--- src/rtl/spi_pkg.sv ---
// Shared types for the SPI receiver: FSM states and the SCK edge-role helper.
// The helper maps CKP/CPH plus raw rise/fall pulses onto sample/shift strobes.
package spi_pkg;

  typedef enum logic {
    IDLE   = 1'b0,
    ACTIVE = 1'b1
  } state_t;

  typedef struct packed {
    logic sample;
    logic shift;
  } edge_sel_t;

  // Leading edge leaves the idle level; CPH picks which edge samples MOSI.
  function automatic edge_sel_t edge_select(input logic ckp, input logic cph,
                                            input logic rise, input logic fall);
    edge_sel_t sel;
    logic leading;
    logic trailing;
    leading    = ckp ? fall : rise;
    trailing   = ckp ? rise : fall;
    sel.sample = cph ? trailing : leading;
    sel.shift  = cph ? leading : trailing;
    return sel;
  endfunction

endpackage

--- src/rtl/spi_sync_edge.sv ---
// Multi-flop synchronizer for an asynchronous pin plus single-cycle rise/fall pulses.
// Resets to 0, so a pin already low at reset release never produces a false fall.
module spi_sync_edge #(
  parameter int SYNC_STAGES = 2
) (
  input  logic clk,
  input  logic reset,
  input  logic din,
  output logic rise,
  output logic fall
);

  logic [SYNC_STAGES-1:0] sync_q;
  logic                   prev_q;
  logic                   level;

  always_ff @(posedge clk) begin
    if (reset) begin
      sync_q <= '0;
      prev_q <= 1'b0;
    end else begin
      sync_q <= {sync_q[SYNC_STAGES-2:0], din};
      prev_q <= sync_q[SYNC_STAGES-1];
    end
  end

  assign level = sync_q[SYNC_STAGES-1];
  assign rise  = level & ~prev_q;
  assign fall  = ~level & prev_q;

endmodule

--- src/rtl/spi_receiver.sv ---
// SPI target: oversamples CS/SCK/MOSI on CLK, assembles MSB-first bytes and
// shifts a reply byte out on MISO, in any of the four CKP/CPH modes.
module spi_receiver
  import spi_pkg::*;
#(
  parameter int DATA_W      = 8,
  parameter int SYNC_STAGES = 2
) (
  input  logic              CLK,
  input  logic              RESET,
  input  logic              CKP,
  input  logic              CPH,
  input  logic              CS,
  input  logic              SCK,
  input  logic              MOSI,
  input  logic [DATA_W-1:0] data_in,
  output logic              MISO,
  output logic [DATA_W-1:0] data_out,
  output logic              rx_valid,
  output logic              rx_abort
);

  localparam int              CNT_W    = $clog2(DATA_W);
  localparam logic [CNT_W-1:0] LAST_BIT = CNT_W'(DATA_W - 1);

  state_t                 state_q;
  state_t                 state_d;
  logic                   ckp_q;
  logic                   cph_q;
  logic [CNT_W-1:0]       bit_cnt;
  logic [DATA_W-1:0]      rx_shift;
  logic [DATA_W-1:0]      tx_shift;
  logic [SYNC_STAGES-1:0] mosi_sync;
  logic                   mosi_s;
  logic                   sck_rise;
  logic                   sck_fall;
  logic                   cs_rise;
  logic                   cs_fall;
  edge_sel_t              sel;

  spi_sync_edge #(.SYNC_STAGES(SYNC_STAGES)) u_sck_sync (
    .clk   (CLK),
    .reset (RESET),
    .din   (SCK),
    .rise  (sck_rise),
    .fall  (sck_fall)
  );

  spi_sync_edge #(.SYNC_STAGES(SYNC_STAGES)) u_cs_sync (
    .clk   (CLK),
    .reset (RESET),
    .din   (CS),
    .rise  (cs_rise),
    .fall  (cs_fall)
  );

  // MOSI gets the same depth as SCK so the data bit lines up with its edge pulse.
  always_ff @(posedge CLK) begin
    if (RESET) begin
      mosi_sync <= '0;
    end else begin
      mosi_sync <= {mosi_sync[SYNC_STAGES-2:0], MOSI};
    end
  end

  assign mosi_s = mosi_sync[SYNC_STAGES-1];
  assign sel    = edge_select(ckp_q, cph_q, sck_rise, sck_fall);

  always_ff @(posedge CLK) begin
    if (RESET) begin
      state_q <= IDLE;
    end else begin
      state_q <= state_d;
    end
  end

  always_comb begin
    state_d = state_q;
    case (state_q)
      IDLE:    if (cs_fall) state_d = ACTIVE;
      ACTIVE:  if (cs_rise) state_d = IDLE;
      default: state_d = IDLE;
    endcase
  end

  always_comb begin
    MISO = (state_q == ACTIVE) ? tx_shift[DATA_W-1] : 1'b0;
  end

  // CS edges take priority over SCK edges landing in the same cycle.
  always_ff @(posedge CLK) begin
    if (RESET) begin
      ckp_q    <= 1'b0;
      cph_q    <= 1'b0;
      bit_cnt  <= '0;
      rx_shift <= '0;
      tx_shift <= '0;
      data_out <= '0;
      rx_valid <= 1'b0;
      rx_abort <= 1'b0;
    end else begin
      rx_valid <= 1'b0;
      rx_abort <= 1'b0;
      if (state_q == IDLE) begin
        if (cs_fall) begin
          ckp_q    <= CKP;
          cph_q    <= CPH;
          tx_shift <= data_in;
          bit_cnt  <= '0;
          rx_shift <= '0;
        end
      end else begin
        if (cs_rise) begin
          rx_abort <= (bit_cnt != '0);
          bit_cnt  <= '0;
          rx_shift <= '0;
        end else if (sel.sample) begin
          rx_shift <= {rx_shift[DATA_W-2:0], mosi_s};
          if (bit_cnt == LAST_BIT) begin
            data_out <= {rx_shift[DATA_W-2:0], mosi_s};
            rx_valid <= 1'b1;
            bit_cnt  <= '0;
            tx_shift <= data_in;
          end else begin
            bit_cnt <= bit_cnt + CNT_W'(1);
          end
        end else if (sel.shift && (bit_cnt != '0)) begin
          // At bit_cnt 0 the MSB is held so a fresh byte is not shifted early.
          tx_shift <= {tx_shift[DATA_W-2:0], 1'b0};
        end
      end
    end
  end

endmodule

--- config.mk ---
export PLATFORM = sky130hd
export DESIGN_NAME = spi_receiver
export DESIGN_NICKNAME = d
export VERILOG_FILES = /design/src/rtl/spi_pkg.sv /design/src/rtl/spi_sync_edge.sv /design/src/rtl/spi_receiver.sv
export SDC_FILE = /design/constraint.sdc
export NUM_CORES = 1
export LEC_CHECK = 0
export BUFFER_PORTS_ARGS = -buffer_cell sky130_fd_sc_hd__buf_4
export CAP_MARGIN = 15
export CORE_MARGIN = 2
export CORE_UTILIZATION = 45
export DETAILED_ROUTE_END_ITERATION = 12
export GPL_TIMING_DRIVEN = 0
export PLACE_DENSITY = 0.76
export REMOVE_ABC_BUFFERS = 1
export SYNTH_ARGS = -nofsm -noshare
export SYNTH_HDL_FRONTEND = slang
export SYNTH_SLANG_ARGS = --single-unit
--- constraint.sdc ---
create_clock -name CLK -period 2.95 [get_ports CLK]
set_clock_uncertainty 0.1 [all_clocks]
set_input_delay 0 -clock CLK [delete_from_list [all_inputs] [get_ports CLK]]
set_output_delay 0 -clock CLK [all_outputs]
set_load 0.01 [all_outputs]
**Yosys cells after proc, flatten, opt, wreduce, memory -nomap -nowiden**

Cells that the tools add are included.

- Latch bits: 0
- Memories: 0
- Memory bits (read-only): 0
- Word-level logic and storage cells: 64
- Bits in writable memories: 0
- Register bits after elaboration: 39

- Shift-type cells: 0
- Divide/modulo/power cells: 0
- Add/sub/neg operators: 1
- Equality and inequality tests: 5
- Multipliers: 0
- Magnitude comparators: 0
- Muxes and demuxes: 24
- Bitwise operators: 11
- Reduce and logical (&&, ||, !) cells: 9

Operator list:

| kind | number |
|---|---|
| $mux 8 | 6 |
| $mux 7 | 4 |
| $mux 3 | 5 |
| $mux 1 | 8 |
| $reduce_and 4->1 | 2 |
| $not 1->1 | 7 |
| $ne 3x1->1 const B | 2 |
| $and 1x1->1 | 4 |
| $reduce_and 2->1 | 2 |
| $reduce_or 4->1 | 1 |
| $add 3x1->3 const B | 1 |
| $eq 3x3->1 const B | 1 |
| $ne 3x2->1 const B | 1 |
| $reduce_bool 3->1 | 1 |
| $reduce_or 3->1 | 1 |
| $ne 2x2->1 const B | 1 |
| $pmux 1 s2 | 1 |
| $reduce_bool 2->1 | 1 |
| $logic_and 1x1->1 | 1 |

**Depth between registers and ports, before layout**

- Word-level depth: 9
- Gate-level depth with buffers: 8

**Cells and area by module**

A second synthesis with hierarchy kept.

- Cell total of the unflattened synthesis: 172
- Area total of the unflattened synthesis: 1652.8 um2

Modules (own cells, without submodules):

| module | area an instance (um2) | cells an instance | times used |
|---|---|---|---|
| spi_receiver | 1470.2 | 156 | 1 |
| spi_sync_edge | 91.3 | 8 | 2 |

**Least setup slack after synthesis**

No wires, ideal clock.

- Path type: register to register
- From: reg cph_q
- To: reg bit_cnt[1]
- Path slack: 1246 ps
- Path buffers: 1
- Arrival: 1539 ps
- Period minus slack after synthesis: 1704 ps
- Required time: 2785 ps
- Cell stages (with the launch flop): 7
- Cell sequence: dfxtp_1 xor2_2 mux2i_1 a22oi_1 buf_4 mux2_1 nor2_1

- Longest elaborated chain between the ends: 3

RTL lines:

| element | RTL line | text |
|---|---|---|
| from (decl) | spi_receiver.sv:29 | `logic cph_q;` |
| from (signal assigned) | spi_receiver.sv:94 | `cph_q <= 1'b0;` |
| from (signal assigned) | spi_receiver.sv:107 | `cph_q <= CPH;` |
| $mux 1 | spi_pkg.sv:23 | `sel.sample = cph ? trailing : leading;` |
| $ne 3x1->1 (no line) | n/a |  |
| $reduce_and 2->1 (no line) | n/a |  |
| to (signal assigned) | spi_receiver.sv:125 | `bit_cnt <= bit_cnt + CNT_W'(1);` |
| to (decl) | spi_receiver.sv:30 | `logic [CNT_W-1:0] bit_cnt;` |

Every way passes these cells.
A chain may end at the register's enable or synchronous reset.

**Final worst setup path**

- From: reg ckp_q
- To: reg tx_shift[6]

- Longest elaborated chain between the ends: 5
- Elaborated cells on any way between the ends: 11

RTL lines:

| element | RTL line | text |
|---|---|---|
| from (decl) | spi_receiver.sv:28 | `logic ckp_q;` |
| from (signal assigned) | spi_receiver.sv:93 | `ckp_q <= 1'b0;` |
| from (signal assigned) | spi_receiver.sv:106 | `ckp_q <= CKP;` |
| $mux 1, on equally long branches | spi_pkg.sv:22, spi_pkg.sv:21 |  |
| $mux 1, on equally long branches | spi_pkg.sv:24, spi_pkg.sv:23 |  |
| $logic_and 1x1->1 or $mux 8 (tied branches) | spi_receiver.sv:127, spi_receiver.sv:117 |  |
| $ne 3x1->1 (no line) or $mux 8 (tied branches) | n/a |  |
| $reduce_and 4->1 (no line) or $mux 8 (tied branches) | n/a |  |
| to (signal assigned) | spi_receiver.sv:108 | `tx_shift <= data_in;` |
| to (signal assigned) | spi_receiver.sv:123 | `tx_shift <= data_in;` |
| to (signal assigned) | spi_receiver.sv:129 | `tx_shift <= {tx_shift[DATA_W-2:0], 1'b0};` |
| to (decl) | spi_receiver.sv:32 | `logic [DATA_W-1:0] tx_shift;` |

Several ways; a longest one is shown, not always the timed one. The select of a mux whose other input is x is not followed.

==> results_dict.tcl <==
set metrics [dict create \
    drt_iter0_markers 27 \
    synth_top_area_share 0.481 \
    cp-start-kind "register" \
    fin_nets 227 \
    crit_family "multiplexers" \
    place_congestion 0.719 \
    grt_pass1_vias 1275 \
    finalCritPeriodShare 0.894 \
    via_per_inst 4.99 \
    critPathMaxStageDelay_ps 590 \
    synth_ff_type "dfxtp_1" \
    antenna_found_initial 0 \
    initial_core_util 0.479 \
    cpMaxStageDelayCell "dlygate4sd3_1" \
    synth_edf_count 0 \
    cp.arrival_ps 2830 \
    track_usage 0.169 \
    drt_pass1_iterations 4 \
    timing.setup.tns_ps 0 \
    power_density_nw_per_um2 489 \
    core-area_um2 3390 \
    synthCells 161 \
    critical_path_buf_inv_count 1 \
    drtAntennaViolNets 0 \
    grt_overflow_total 0 \
    final_area_um2 2180 \
    hp-class "reg2reg" \
    grt_pass1_wl_mm 5.35 \
    die_w_um 64.1 \
    cts_max_path_buffers 2 \
    wirelength_mm 3.14 \
    synth_cell_type_count 26 \
    synth_area_um2 1620 \
    max_freq_ghz 0.379 \
    cts_setup_buffers 0 \
    required_ps 3150 \
    via_count 1277 \
    worst_path_most_repeated_cell "mux2i_1" \
    crit_chain "xor2_2, mux2i_1, nand2_2, mux2i_1, a211oi_1, dlygate4sd3_1" \
    avgSynthCellArea_um2 10.1 \
    rows 21 \
    area_growth_syn_to_layout_pct 34.1 \
    dp_hpwl_mm 1.96 \
    die_h_um 64.1 \
    ir_drop_uv 281 \
    rsz0062_at_grt "false" \
    fin_crit_ps 2640 \
    synth_common_cells "dfxtp_1, mux2i_1, nor2_1, nor2b_1, and3_1" \
    cellLeakagePower_nw 0.939 \
    cap_violations 0 \
    setup_viol 0 \
    place_area_um2 1820 \
    synth_area_leaders "dfxtp_1, mux2i_1, nor2_1, nor2b_1, and3_1" \
    yosysMostFrequentCell "dfxtp_1" \
    cp_max_fo 8 \
    cts_tree "yes" \
    antenna_cells 0 \
    ctsRootBufferMaster "clkbuf_4" \
    ys_ff_latch 39 \
    htree_levels 2 \
    insertion_delay_ps 340 \
    dieArea_um2 4100 \
    clkSinkCount 39 \
    worst_pin_slew_ps 1270 \
    drv_slew 0 \
    outcome "finished, final reports clean" \
    seq_area_frac_synth 0.481 \
    yosys_warnings 0 \
    numPortBuffers 25 \
    cts-buffers-inserted 5 \
    drc_errors 0 \
    grt_max_degree 39 \
    async_flop_share 0 \
    hold_viol_final 0 \
    ios 26 \
    holdWs_ps 350 \
    cp-end-kind "register" \
    synth.largest_area_cell "dfxtp_1" \
    drive_gt1_frac 0.190 \
    slew_headroom 0.156 \
    crit_type "reg2reg" \
    path_clk_slew_ps 120 \
    wl_per_cell_um 12.3 \
]
worst register-to-register path: stages, from the launching register on:
cell           delay [ps]
dfxtp_1               400
xor2_2                270
mux2i_1               460
nand2_2               260
mux2i_1               210
a211oi_1              310
dlygate4sd3_1         590
cell usage in the layout, fill, tap and decap left out, drive strengths merged:
master / instances
a211oi: 7
a21oi: 2
a22oi: 1
and2: 2
and3: 8
buf: 25
bufinv: 2
clkbuf: 5
clkinvlp: 1
dfxtp: 39
dlygate4sd3: 25
ha: 3
inv: 5
mux2: 1
mux2i: 29
nand2: 5
nand2b: 1
nand3: 4
nor2: 28
nor2b: 10
nor3: 2
nor3b: 1
o221ai: 1
or2: 1
or2b: 1
xor2: 1
metal layers:
| metal | track usage | up-vias | share of wire |
|---|---|---|---|
| li1 | - | 640 | - |
| met1 | 0.186 | 596 | 0.43 |
| met2 | 0.290 | 31 | 0.50 |
| met3 | 0.0440 | 10 | 0.038 |
| met4 | 0.0978 | 0 | 0.030 |
| met5 | 0 | - | 0 |
cells by family after synthesis:
family / after synthesis / synth area share
muxes: 30 / 0.186
and+or+nand+nor: 63 / 0.190
buffers and inverters: 14 / 0.0439
DFF: 39 / 0.481
adders and majority gates: 3 / 0.0231
AOI/OAI and AO/OA: 11 / 0.0655
xor gates and xnor gates: 1 / 0.0100
flip-flops by register name, indices dropped and copies added (netlist names), 2 cells and up:
name and count:
mosi_sync 2, tx_shift 8, u_cs_sync.sync_q 2, u_sck_sync.sync_q 2, data_out 8, rx_shift 7
bit_cnt 3
final timing paths:
check	slack, ps	endpoint	startpoint	cells after the start
setup reg to reg	310	tx_shift[6]	ckp_q	6
setup / recovery	310	tx_shift[6]	ckp_q	6
hold / removal	350	u_sck_sync.sync_q[1]	u_sck_sync.sync_q[0]	1
hold reg to reg	350	u_sck_sync.sync_q[1]	u_sck_sync.sync_q[0]	1
what timing repair did:
item | in CTS | in global routing
gates resized for setup | 0 | 0
hold endpoints to repair | 38 | 0
hold buffers | 25 | 0
through the flow:
stage	util	power, mW	worst slack (ps)	cells
3_3_place_gp	0.536	0.606	313	223
6_report	0.642	1.06	313	256
4_1_cts	0.642	1.07	420	256
5_1_grt	0.642	1.10	215	256
3_5_place_dp	0.537	0.610	477	223
2_1_floorplan	-	0.582	717	152
power breakdown:
group	leakage (nW)	internal (mW)	total, mW	switching (mW)
logic	0.571	0.0463	0.0800	0.0337
registers	0.316	0.536	0.541	0.00570
clock network	0.0514	0.263	0.442	0.179
total	0.939	0.845	1.06	0.218
cell type report:
| type | count | area [µm²] |
|---|---|---|
| fillers | 272 | 1210 |
| flip-flops and latches | 39 | 781 |
| multi-input cells | 108 | 776 |
| repair buffers | 50 | 438 |
| clock inverters | 3 | 67.6 |
| well taps | 46 | 57.6 |
| clock buffers | 5 | 37.5 |
| inverters | 5 | 18.8 |
Power figures use the tool's default switching activity.
